## src/rtl/uart_tx_buf.sv

```systemverilog
// uart_tx_buf: buffered 8N1 UART transmitter, byte FIFO in front of a serialiser
module uart_tx_buf #(
    parameter int CLKS_PER_BIT = 1250,
    parameter int FIFO_DEPTH   = 16
) (
    input  logic                          i_clk,
    input  logic                          i_rst_n,
    input  logic [7:0]                    i_data,
    input  logic                          i_valid,
    output logic                          o_ready,
    output logic                          o_data,
    output logic                          o_busy,
    output logic                          o_done,
    output logic [$clog2(FIFO_DEPTH):0]   o_count
);
    localparam int AW = $clog2(FIFO_DEPTH);
    localparam int CW = AW + 1;
    localparam int BW = $clog2(CLKS_PER_BIT);
    localparam logic [1:0] IDLE  = 2'd0;
    localparam logic [1:0] START = 2'd1;
    localparam logic [1:0] DATA  = 2'd2;
    localparam logic [1:0] STOP  = 2'd3;
    logic [7:0]    mem [FIFO_DEPTH];
    logic [AW-1:0] rd_ptr, wr_ptr;
    logic [CW-1:0] count;
    logic [1:0]    state;
    logic [BW-1:0] baud;
    logic [2:0]    idx;
    logic [7:0]    shift;
    logic          tx, done, wr, pop, baud_last;
    assign o_ready   = count != CW'(FIFO_DEPTH);
    assign wr        = i_valid && o_ready;
    assign baud_last = baud == BW'(CLKS_PER_BIT - 1);
    assign pop       = (count != '0) && (state == IDLE || (state == STOP && baud_last));
    assign o_count   = count;
    assign o_data    = tx;
    assign o_done    = done;
    assign o_busy    = state != IDLE;
    // FIFO storage needs no reset; pointers decide what is valid
    always_ff @(posedge i_clk) begin
        if (wr) mem[wr_ptr] <= i_data;
    end
    // FIFO pointers and occupancy; a simultaneous write and pop leaves count unchanged
    always_ff @(posedge i_clk or negedge i_rst_n) begin
        if (!i_rst_n) begin
            rd_ptr <= '0;
            wr_ptr <= '0;
            count  <= '0;
        end else begin
            if (wr) wr_ptr <= wr_ptr + AW'(1);
            if (pop) rd_ptr <= rd_ptr + AW'(1);
            if (wr && !pop) count <= count + CW'(1);
            else if (pop && !wr) count <= count - CW'(1);
        end
    end
    // Frame sequencer: start bit, 8 data bits LSB first, stop bit, chaining frames while data is queued
    always_ff @(posedge i_clk or negedge i_rst_n) begin
        if (!i_rst_n) begin
            state <= IDLE;
            baud  <= '0;
            idx   <= '0;
            shift <= '0;
            tx    <= 1'b1;
            done  <= 1'b0;
        end else begin
            done <= 1'b0;
            baud <= (state == IDLE || baud_last) ? '0 : baud + BW'(1);
            case (state)
                IDLE: if (pop) begin
                    shift <= mem[rd_ptr];
                    state <= START;
                    tx    <= 1'b0;
                end
                START: if (baud_last) begin
                    state <= DATA;
                    idx   <= '0;
                    tx    <= shift[0];
                end
                DATA: if (baud_last) begin
                    shift <= shift >> 1;
                    tx    <= (idx == 3'd7) ? 1'b1 : shift[1];
                    state <= (idx == 3'd7) ? STOP : DATA;
                    idx   <= idx + 3'd1;
                end
                STOP: if (baud_last) begin
                    done  <= 1'b1;
                    tx    <= !pop;
                    state <= pop ? START : IDLE;
                    if (pop) shift <= mem[rd_ptr];
                end
                default: state <= IDLE;
            endcase
        end
    end
endmodule

```

## config.mk

```make
export PLATFORM = sky130hd
export DESIGN_NAME = uart_tx_buf
export DESIGN_NICKNAME = d
export VERILOG_FILES = /design/src/rtl/uart_tx_buf.sv
export SDC_FILE = /design/constraint.sdc
export NUM_CORES = 1
export LEC_CHECK = 0
export CORE_AREA = 2 2 122 124
export CTS_CLUSTER_SIZE = 12
export DETAILED_ROUTE_END_ITERATION = 10
export DIE_AREA = 0 0 124 126
export PLACE_DENSITY = 0.69
export SKIP_LAST_GASP = 1
export SLEW_MARGIN = 20
export SYNTH_ARGS = -nofsm -noshare
export SYNTH_HDL_FRONTEND = slang
export SYNTH_SLANG_ARGS = --single-unit
```

## constraint.sdc

```tcl
create_clock -name i_clk -period 2.7 [get_ports i_clk]
set_input_delay 0.405 -clock i_clk [delete_from_list [all_inputs] [get_ports i_clk]]
set_output_delay 0.405 -clock i_clk [all_outputs]
set_load 0.05 [all_outputs]
```

* Yosys cells after proc, flatten, opt, wreduce, memory -nomap -nowiden
Memory sizes are Yosys's and may differ from the RTL's.
Index checks and enable logic that the tools add are counted.
** Cells by class
- Add/subtract/negate cells :: 6
- $mul :: 0
- Divide/modulo/power cells :: 0
- $lt $le $gt $ge :: 0
- Equality and inequality tests :: 10
- Shifts and indexed selects :: 0
- Muxes and demuxes :: 27
- Bitwise logic cells :: 0
- Reductions and logical operators :: 18
** Operator list (number)
- $mux 8 :: 3
- $pmux 8 s3 :: 1
- $add 11x1->11 const B :: 1
- $eq 11x11->1 const B :: 1
- $mux 1 :: 11
- $mux 11 :: 1
- $mux 5 :: 2
- $add 4x1->4 const B :: 2
- $mux 2 :: 4
- $ne 2x2->1 const B :: 4
- $pmux 2 s4 :: 1
- $mux 3 :: 2
- $pmux 3 s2 :: 1
- $reduce_and 3->1 :: 2
- $reduce_bool 2->1 :: 3
- $add 5x1->5 const B :: 1
- $logic_and 1x1->1 :: 5
- $ne 5x5->1 const B :: 1
- $reduce_bool 5->1 :: 1
- $sub 5x1->5 const B :: 1
- $eq 2x2->1 const B :: 2
- $pmux 1 s4 :: 1
- $reduce_and 4->1 :: 1
- $add 3x1->3 const B :: 1
- 6 further kinds :: 8
** Storage, ports and cells
- Register bits after elaboration :: 39
- Bits in latches :: 0
- RAM bits :: 128
- Memory bits (read-only) :: 0
- Output and inout bits :: 9
- Logic and storage cells :: 71
- Memories kept :: 1
** Memories
- mem :: depth 16, width 8, rd ports 1, clocked after memory_dff 0, write ports 1, line 23 : logic [7:0] mem [FIFO_DEPTH];

* Logic depth before layout (Yosys ltp)
Gate-level depths: netlist of run 1.
- Depth after elaboration :: 7
- Gate-level depth with buffers :: 14
- Mapped depth without buffers :: 14

* Worst setup path after synthesis of run 1
OpenSTA, ideal clock, no wires.
- Kind :: register -> register
- Start :: register count[0], in the netlist o_count[0]
- End :: register count[4], in the netlist o_count[4]
- Library setup time :: 151 ps
- Arrival :: 3036 ps
- Required time :: 2549 ps
- Path slack :: -486 ps
- Stages on the path, launching flop included :: 13
- Buffers on the path :: 1
- Clock period less this slack :: 3186 ps
- Cells stage by stage :: dfrtp_1 nor4_1 nand2_1 and2_1 clkbuf_1 ha_1 inv_1 ha_1 a21o_1 a21oi_1 xnor2_1 nor2_1 xor2_1
** On the way
- Cells in the longest elaborated chain, start to end :: 5
- Elaborated cells between the ends (all ways) :: 13
** RTL lines
- start: declaration :: line 25 : logic [CW-1:0] count;
- start signal: assignment :: line 52 : if (wr && !pop) count <= count + CW'(1);
- start signal: assignment :: line 53 : else if (pop && !wr) count <= count - CW'(1);
- $ne 5x5->1 (*) :: line 31 : assign o_ready = count != CW'(FIFO_DEPTH);
- named net o_ready :: line 10 : output logic o_ready,
- $logic_and 1x1->1 (*) :: line 32 : assign wr = i_valid && o_ready;
- named net wr :: line 30 : logic tx, done, wr, pop, baud_last;
- $logic_not 1->1 :: line 53
- $logic_and 1x1->1 :: line 53
- $reduce_bool 2->1 (no source line)
The timed path passes the listed nets; every way through them passes the cells marked *. The select of a mux whose other input is x is not followed.
A chain may end at the register's enable or synchronous reset.

* Worst setup path after layout of run 1
- Start :: register count[3], in the netlist o_count[3]
- End :: register count[4], in the netlist o_count[4]
** On the way
- Cells in the longest elaborated chain, start to end :: 5
- Elaborated cells between the ends (all ways) :: 13
** RTL lines
- parallel branches: the longest is 5 deep, another holds $sub 5x1->5
Parallel ways; which one is timed is not known. The select of a mux whose other input is x is not followed.

==> flow_summary.yaml, run 1 <==
synthesis:
  synthArstFlopShare: 0.234
  synth_cell_type_count: 47
  synthFlopType: "edfxtp_1"
  yosys_warnings: 0
  syn_avg_cell_area_um2: 16.9
  synth_edf_count: 128
  ys_seq_elements: 167
  synthesis.area_um2: 7020
  syn-num-nets: 446
  synth-seq-area-share: 0.687
  synthesis.instances: 416
layout:
  final_common_cell: "edfxtp_1"
  antennaDiodeCount: 0
  fin_area_um2: 8180
  drive_gt1_frac: 0.243
  utilization: 0.571
  nets: 499
  area_growth_pct: 16.5
  fillers: 1101
  instances_no_fill: 666
  final_cell_mix: "edfxtp_1 (128), nor2_1 (36), buf_4 (34), dfrtp_1 (32), mux4_2 (27)"
routing:
  routed_wl_um: 12800
  drtAntennaViolNets: 0
  drtIter0Drc: 296
  wire_per_inst_um: 19.3
  firstDrtPassIters: 4
  drc_errors: 0
  vias_per_cell: 5.54
  vias: 3687
floorplan:
  initial_core_util: 0.490
  fp.dieW_um: 124
  core_um2: 14300
  dieArea_um2: 15600
  io_pins: 20
  row_count: 44
  die_h_um: 126
global_route:
  grt_max_degree: 40
  grt_use_total: 0.180
  antenna_found_initial: 0
  grt_pass1_vias: 3862
  grt_pass1_wl_um: 20500
  overflow: 0
timing:
  hold_slack_ns: 0.103
  setup-tns-final_ns: 0
  drv_slew: 0
  slew-limit-headroom: 0.399
  finalSetupViolations: 0
  hold_viol_final: 0
  setup_ws_ns: 0.124
  tightestPinTransition_ns: 0.901
  fin_crit_sh: 0.954
  fin_crit_ns: 2.58
  fmax_mhz: 388
  skew_ns: 0.0157
  rsz0062_at_grt: "yes"
cts:
  cts-root-buf: "clkbuf_16"
  clock_path_buffers: 2
  clock_latency_ns: 0.43
  clk_pin_slew_ns: 0.06
  cts.sinks: 167
  cts-buffers-inserted: 17
  ctsHoldBuffers: 0
  cts_htree_levels: 4
  cts_tree: "yes"
run_status:
  status: "complete, no violations"
flow_run:
  max-cap-violations: 0
placed_design:
  port_buffers: 19
  dp_hpwl_um: 8380
  gp_congestion: 0.812
  placed_area_um2: 7600
  dp.cells: 632
  place_ws_ns: 0.0358
worst_setup_path:
  arrival_ns: 2.88
  rr_startpoint: "o_count[3]"
  worst_ep_required_time_ns: 3.01
  startpoint_type: "register"
  startpoint: "o_count[3]"
  crit_type: "reg -> reg"
  cp-end-kind: "register"
  cp_max_fo: 5
power:
  p_int_mw: 4.74
  p_sw_mw: 1.70
  swShare: 0.264
  combPwrFrac: 0.161
  pwr-share-seq: 0.497
  power.density_nw_per_um2: 787
  finalPower_mw: 6.43
  ir_drop_mv: 0.489
  p_leak_nw: 2.91
  p_clk_frac: 0.342
worst_hold_path:
  worstHoldPathType: "in -> async"
final cells by class:
type | count | area (um^2) | share of cell area
Inverter | 9 | 36.3 | 0.00444
Timing Repair Buffer | 54 | 460 | 0.0563
Clock buffer | 19 | 433 | 0.0529
Multi-Input combinational cell | 220 | 2080 | 0.254
Tap cell | 184 | 230 | 0.0282
Clock inverter | 13 | 109 | 0.0133
Sequential cell | 167 | 4830 | 0.591
cells by family after synthesis:
kind of cell               count (synthesis)  share of synthesized area
AOI/OAI and AO/OA                         59                     0.0563
buffers and inverters                     29                     0.0232
adders and majority gates                 19                     0.0349
muxes                                     37                      0.114
DFF                                      167                      0.687
and+or+nand+nor                           85                     0.0601
xor gates and xnor gates                  20                     0.0250
critical path, stage by stage, from the launching register on:
cell	delay (ns)
dfrtp_2	0.44
or4_4	0.56
nor2_4	0.11
nor2_2	0.06
inv_2	0.06
ha_4	0.14
inv_4	0.05
fa_2	0.40
a21o_1	0.18
a21oi_2	0.14
xnor2_1	0.13
nor2_1	0.07
xor2_1	0.13
Yosys cell counts, drive strengths merged, types with 2 or more instances:
cell type,instances,share of area
nand2b,2,0.0018
mux4,32,0.11
nor2b,2,0.0018
a22oi,16,0.017
and2,4,0.0036
inv,9,0.0048
nand3,6,0.0043
xor2,9,0.011
a21oi,26,0.019
nand4,3,0.0027
nand2,15,0.0080
nor3,7,0.0057
o21ai,6,0.0043
a32o,2,0.0029
o31ai,2,0.0021
mux2,5,0.0086
dfrtp,38,0.14
edfxtp,128,0.55
ha,18,0.032
and3,2,0.0018
clkbuf,7,0.0037
nor2,38,0.021
buf,13,0.015
a21o,2,0.0021
xnor2,11,0.014
sequential cells by signal (all words and copies together), names as in the netlist:
signal,flops
shift,8
o_count,5
idx,3
state,2
mem,128
wr_ptr,4
o_data,1
rd_ptr,4
baud,11
o_done,1
worst paths after layout:
check                              to  slack [ns]  cells after the start
hold reg to reg                o_data        0.48                      2
min in group i_clk             o_data        0.48                      2
hold / removal             o_count[4]        0.10                      1
max in group asynchronous  o_count[2]        2.00                      1
setup / recovery           o_count[4]        0.12                     12
setup reg to reg           o_count[4]        0.12                     12
per-layer routing:
layer  part of all wire  global-route usage
met1               0.42               0.235
met3              0.052              0.0462
met2               0.52               0.294
met4              0.011              0.0621
met5                  0                   0
power by group through the flow:
stage	clock network [mW]	logic, mW	registers (mW)
3_5_place_dp	0	1.02	3.25
2_1_floorplan	0	0.529	3.34
5_1_grt	2.35	1.12	3.22
4_1_cts	2.25	1.03	3.20
3_3_place_gp	0	0.986	3.23
6_report	2.20	1.04	3.20
what timing repair did:
item | in CTS | in global routing
gates resized for setup | 0 | 4
buffers inserted | 0 | 2
setup endpoints to repair | 0 | 1
Note: power is estimated with default switching activity, not from simulation.
==> run 2: changes to the inputs <==
Settings changed: CTS_BUF_LIST set to sky130_fd_sc_hd__clkbuf_8.
==> run 2 against run 1 <==
Effect of this change:
- clock-buffer cell count is 2 lower
- fmax hardly changed
- power is 9.8% lower
- cell count stayed put
- first-iteration DRC count is 20% lower
- register-to-register slack hardly changed
==> flow_summary.yaml, run 2 (synthesis gave the netlist of run 1 again) <==
routing:
  wire_per_inst_um: 19.2
  vias: 3696
  drc_errors: 0
  vias_per_cell: 5.55
  drtAntennaViolNets: 0
  drtIter0Drc: 237
  firstDrtPassIters: 4
  routed_wl_um: 12800
cts:
  clock_path_buffers: 2
  cts-buffers-inserted: 17
  cts.sinks: 167
  cts_tree: "yes"
  clk_pin_slew_ns: 0.08
  clock_latency_ns: 0.45
  cts_htree_levels: 4
  cts-root-buf: "clkbuf_8"
layout:
  nets: 499
  fillers: 1121
  largest-register: "mem"
  antennaDiodeCount: 0
  final_common_cell: "edfxtp_1"
  fin_area_um2: 7990
  largest_reg_flops: 128
  drive_gt1_frac: 0.243
  area_growth_pct: 13.7
  reg.largest.list: "mem: 128 flops, baud: 11 flops, shift: 8 flops"
  register_area_um2: 4830
  instances_no_fill: 666
  final_cell_mix: "edfxtp_1 (128), nor2_1 (36), buf_4 (34), dfrtp_1 (32), mux4_2 (27)"
  multi_input_area_um2: 2080
floorplan:
  initial_core_util: 0.490
  fp.dieW_um: 124
  row_count: 44
  core_um2: 14300
  dieArea_um2: 15600
  io_pins: 20
  die_h_um: 126
timing:
  slew-limit-headroom: 0.405
  fmax_mhz: 388
  tightestPinTransition_ns: 0.893
  setup_ws_ns: 0.123
  finalSetupViolations: 0
  drv_slew: 0
  fin_crit_ns: 2.58
  rsz0062_at_grt: "yes"
  skew_ns: 0.0110
  fin_crit_sh: 0.954
  hold_viol_final: 0
run_status:
  status: "complete, no violations"
power:
  pwr-share-seq: 0.550
  ir_drop_mv: 0.482
  p_clk_frac: 0.271
  combPwrFrac: 0.179
  swShare: 0.279
  p_leak_nw: 2.83
  p_sw_mw: 1.62
  power.density_nw_per_um2: 727
  p_int_mw: 4.18
worst_setup_path:
  timing.rr.end: "o_count[4]"
  ff2ff_setup_slack_ns: 0.12
  crit_type: "reg -> reg"
  cp-end-kind: "register"
  cp_max_fo: 5
  worst_ep_required_time_ns: 3.03
  r2r_cells: 12
  slowest_stage: "or4_4"
  crit_end: "o_count[4]"
  critPathMaxStageDelay_ns: 0.56
  startpoint_type: "register"
  arrival_ns: 2.91
  startpoint: "o_count[3]"
  rr_startpoint: "o_count[3]"
  cp_cell_sequence: "or4_4 -> nor2_4 -> nor2_2 -> inv_2 -> ha_4 -> inv_4 -> fa_2 -> a21o_1 -> a21oi_2 -> xnor2_1 -> nor2_1 -> xor2_1"
global_route:
  overflow: 0
  grt_pass1_wl_um: 20100
  grt_use_total: 0.177
  antenna_found_initial: 0
  grt_pass1_vias: 3836
  grt_use_met2: 0.291
  grt_busiest_layer: "met2"
  met1_usage: 0.232
  grt_max_degree: 40
  gr-usage-met3: 0.0485
placed_design:
  placed_area_um2: 7600
  dp.cells: 632
  place_ws_ns: 0.0358
  dp_hpwl_um: 8380
  gp_congestion: 0.812
  port_buffers: 19
worst_hold_path:
  worstHoldPathType: "in -> async"
flow_run:
  max-cap-violations: 0
## run 2: changes by cell type in the layout (fill, tap and decap cells not counted)
cell       previous run  this run
inv_1                 7         9
clkbuf_1              2         0
clkbuf_16            17         0
clkbuf_8              0        17
## run 2: worst min-delay path by stage
stage | to | slack (ns) | depth (start not counted)
floorplan | baud[0] | 0.11 | 0
global placement | o_data | 0.47 | 2
detailed placement | o_data | 0.47 | 2
CTS | baud[1] | 0.08 | 1
global route | o_done | 0.14 | 1
finish | o_done | 0.08 | 1
## run 2: power groups by stage
stage / Combinational, mW / Sequential [mW] / Clock, mW
after CTS: 1.02 / 3.19 / 1.61
after global placement: 0.986 / 3.23 / 0
after global routing: 1.12 / 3.22 / 1.71
after floorplan: 0.529 / 3.34 / 0
final: 1.04 / 3.19 / 1.58
after detailed placement: 1.02 / 3.25 / 0
## run 2: final cells by class
class                      instances  area share
multi-input combinational        220       0.260
timing repair buffer              54      0.0577
inverter                           9     0.00454
tap                              184      0.0288
clock buffer                      17      0.0293
clock inverter                    15      0.0146
sequential                       167       0.605
## run 2: stage by stage
step	total power, mW	setup TNS [ns]	hold WS (ns)	util
after floorplan	3.87	-0.0571	0.109	-
after global placement	4.21	0	0.466	0.531
after detailed placement	4.27	0	0.473	0.531
after CTS	5.83	0	0.0839	0.555
after global routing	6.05	-0.0297	0.137	0.558
final	5.80	0	0.0771	0.558
## run 2: routing by layer
layer | routed length, um | up-vias | part of all wire
met2 | 6640 | 85 | 0.52
met4 | 111 | 0 | 0.0087
met3 | 610 | 13 | 0.048
li1 | - | 1709 | -
met5 | 0 | - | 0
met1 | 5430 | 1889 | 0.42
## run 2: worst max-delay path, delay by kind of cell, from the launching register on
family          cells  cell delay [ns]
compound gates      2             0.32
flops               1             0.45
simple gates        4             0.80
xor+xnor            2             0.26
buf+inv             2             0.11
fa+ha+maj           2             0.53
## run 2: timing repair
item,CTS,global route
setup buffers,0,2
resized for setup,0,4
hold buffers,0,0
setup endpoints to repair,0,1
==> run 3: changes to the inputs <==
Settings changed: ABC_AREA set to 1, CORE_AREA 2 2 122 124 to 2 2 128 130, DIE_AREA 0 0 124 126 to 0 0 130 132.
==> run 3 against run 2 <==
Effect of this change:
- utilization shrank 1.5 points
- first-iteration DRC count grew 50%
- design area grew 6.9%
- synthesized cell count grew 90%
==> flow_summary.yaml, run 3 <==
run_status:
  status: "complete, no violations"
power:
  ir_drop_mv: 0.589
  power.density_nw_per_um2: 690
  p_leak_nw: 3.80
floorplan:
  row_count: 46
  core_um2: 15700
  dieArea_um2: 17200
  io_pins: 20
  die_h_um: 132
  initial_core_util: 0.489
  fp.dieW_um: 130
worst_setup_path:
  rr_startpoint: "baud[0]"
  crit_end: "o_busy"
  startpoint: "state[0]"
  timing.rr.end: "o_count[4]"
  worst_ep_required_time_ns: 2.30
  arrival_ns: 2.07
  cp-end-kind: "output port"
  path_common_cell: "inv_1"
  slowest_stage: "clkdlybuf4s50_1"
  cp_top_family: "buffers and inverters"
  startpoint_type: "register"
  crit_type: "reg -> out"
  crit_buf_inv: 3
  ff2ff_setup_slack_ns: 0.25
  path_depth: 4
  cp_cell_sequence: "inv_1 -> ha_1 -> inv_1 -> clkdlybuf4s50_1"
  critPathMaxStageDelay_ns: 0.82
  cp_max_fo: 4
  r2r_cells: 16
placed_design:
  gp_congestion: 0.827
  dp_hpwl_um: 9740
  port_buffers: 19
  placed_area_um2: 8150
  place_ws_ns: 0.145
synthesis:
  syn-num-nets: 819
  synthesis.area_um2: 7690
  yosys_warnings: 0
  synthFlopType: "edfxtp_1"
  yosys.area.top_type: "edfxtp_1"
  synthesis.instances: 789
  yosys-top-cells-area: "edfxtp_1 (50%), dfrtp_1 (12%), nand2_1 (12%)"
  synth-seq-area-share: 0.627
  ys_seq_elements: 167
  synth_cell_type_count: 35
  synth_edf_count: 128
  netlist.area_leader.share: 0.500
  yosysMostFrequentCell: "nand2_1"
  synthTopCellsByCount: "nand2_1 (253), edfxtp_1 (128), inv_1 (119)"
  syn_avg_cell_area_um2: 9.75
  synthArstFlopShare: 0.234
flow_run:
  max-cap-violations: 0
layout:
  area_growth_pct: 10.9
  largest_reg_flops: 128
  drive_gt1_frac: 0.0814
  fin_area_um2: 8530
  largest-register: "mem"
  final_common_cell: "nand2_1"
  antennaDiodeCount: 0
  fillers: 1336
  multi_input_area_um2: 2220
  reg.largest.list: "mem: 128 flops, baud: 11 flops, shift: 8 flops"
  final_cell_mix: "nand2_1 (252), edfxtp_1 (128), inv_1 (120), nand3_1 (100), nor2_1 (41)"
  register_area_um2: 4830
  nets: 852
global_route:
  grt_pass1_vias: 5011
  grt_pass1_wl_um: 25800
  grt_use_total: 0.200
  antenna_found_initial: 0
  overflow: 0
  grt_max_degree: 66
timing:
  fin_crit_sh: 0.918
  slew-limit-headroom: 0.388
  setup_ws_ns: 0.223
  rsz0062_at_grt: "no"
  hold_viol_final: 0
  finalSetupViolations: 0
  setup-tns-final_ns: 0
  fin_crit_ns: 2.48
  skew_ns: 0.0154
  drv_slew: 0
  tightestPinTransition_ns: 0.918
  fmax_mhz: 404
cts:
  clk_pin_slew_ns: 0.09
  cts-root-buf: "clkbuf_8"
  cts-buffers-inserted: 17
  cts_htree_levels: 4
  clock_path_buffers: 2
  cts_tree: "yes"
  clock_latency_ns: 0.46
  cts.sinks: 167
  ctsHoldBuffers: 0
  cts-resized-gates: 0
  post-cts-setup-buffers: 0
routing:
  firstDrtPassIters: 5
  drc_errors: 0
  drtAntennaViolNets: 0
  wire_per_inst_um: 15.2
  vias: 5219
  drtIter0Drc: 355
  routed_wl_um: 15900
  vias_per_cell: 4.97
worst_hold_path:
  worstHoldPathType: "in -> async"
[run 3: layout make-up]
type | instances | share of cell area
Clock buffer | 17 | 0.0274
Clock inverter | 15 | 0.0176
Inverter | 124 | 0.0545
Multi-Input combinational cell | 470 | 0.260
Sequential cell | 167 | 0.566
Tap cell | 216 | 0.0317
Timing Repair Buffer | 42 | 0.0434
[run 3: how the worst min path moves through the flow]
stage,end,start
floorplan,baud[0],i_rst_n
global placement,o_data,o_data
detailed placement,shift[7],shift[7]
CTS,baud[9],i_rst_n
global route,shift[4],i_rst_n
finish,shift[3],i_rst_n
[run 3: layer usage]
| metal | wire length, um | track usage | up-vias | part of all wire |
|---|---|---|---|---|
| met4 | 532 | 0.0944 | 0 | 0.033 |
| met2 | 7530 | 0.310 | 166 | 0.47 |
| met3 | 976 | 0.0402 | 35 | 0.061 |
| met5 | 0 | 0 | - | 0 |
| li1 | - | - | 2596 | - |
| met1 | 6880 | 0.271 | 2422 | 0.43 |
[run 3: cell families (layout without fill, tap and decap cells)]
logic type	after synthesis	in the layout	share of synthesized area
and+or+nand+nor	408	408	0.220
DFF	167	167	0.627
buffers and inverters	152	198	0.0854
AOI/OAI and AO/OA	34	34	0.0252
adders and majority gates	19	19	0.0319
xor gates and xnor gates	9	9	0.0102
[run 3: metrics by stage]
stage,util,hold slack (ns),std cells,power [mW]
6_report,0.543,0.0820,1051,5.89
5_1_grt,0.543,0.143,1051,6.14
4_1_cts,0.543,0.0892,1051,5.92
3_5_place_dp,0.519,0.465,1019,4.19
3_3_place_gp,0.519,0.460,1019,4.16
2_1_floorplan,-,0.109,789,3.80
[run 3: power by group]
part / switching [mW] / total (mW) / internal, mW
combinational: 0.661 / 0.967 / 0.306
sequential: 0.122 / 3.17 / 3.05
clock: 0.926 / 1.75 / 0.824
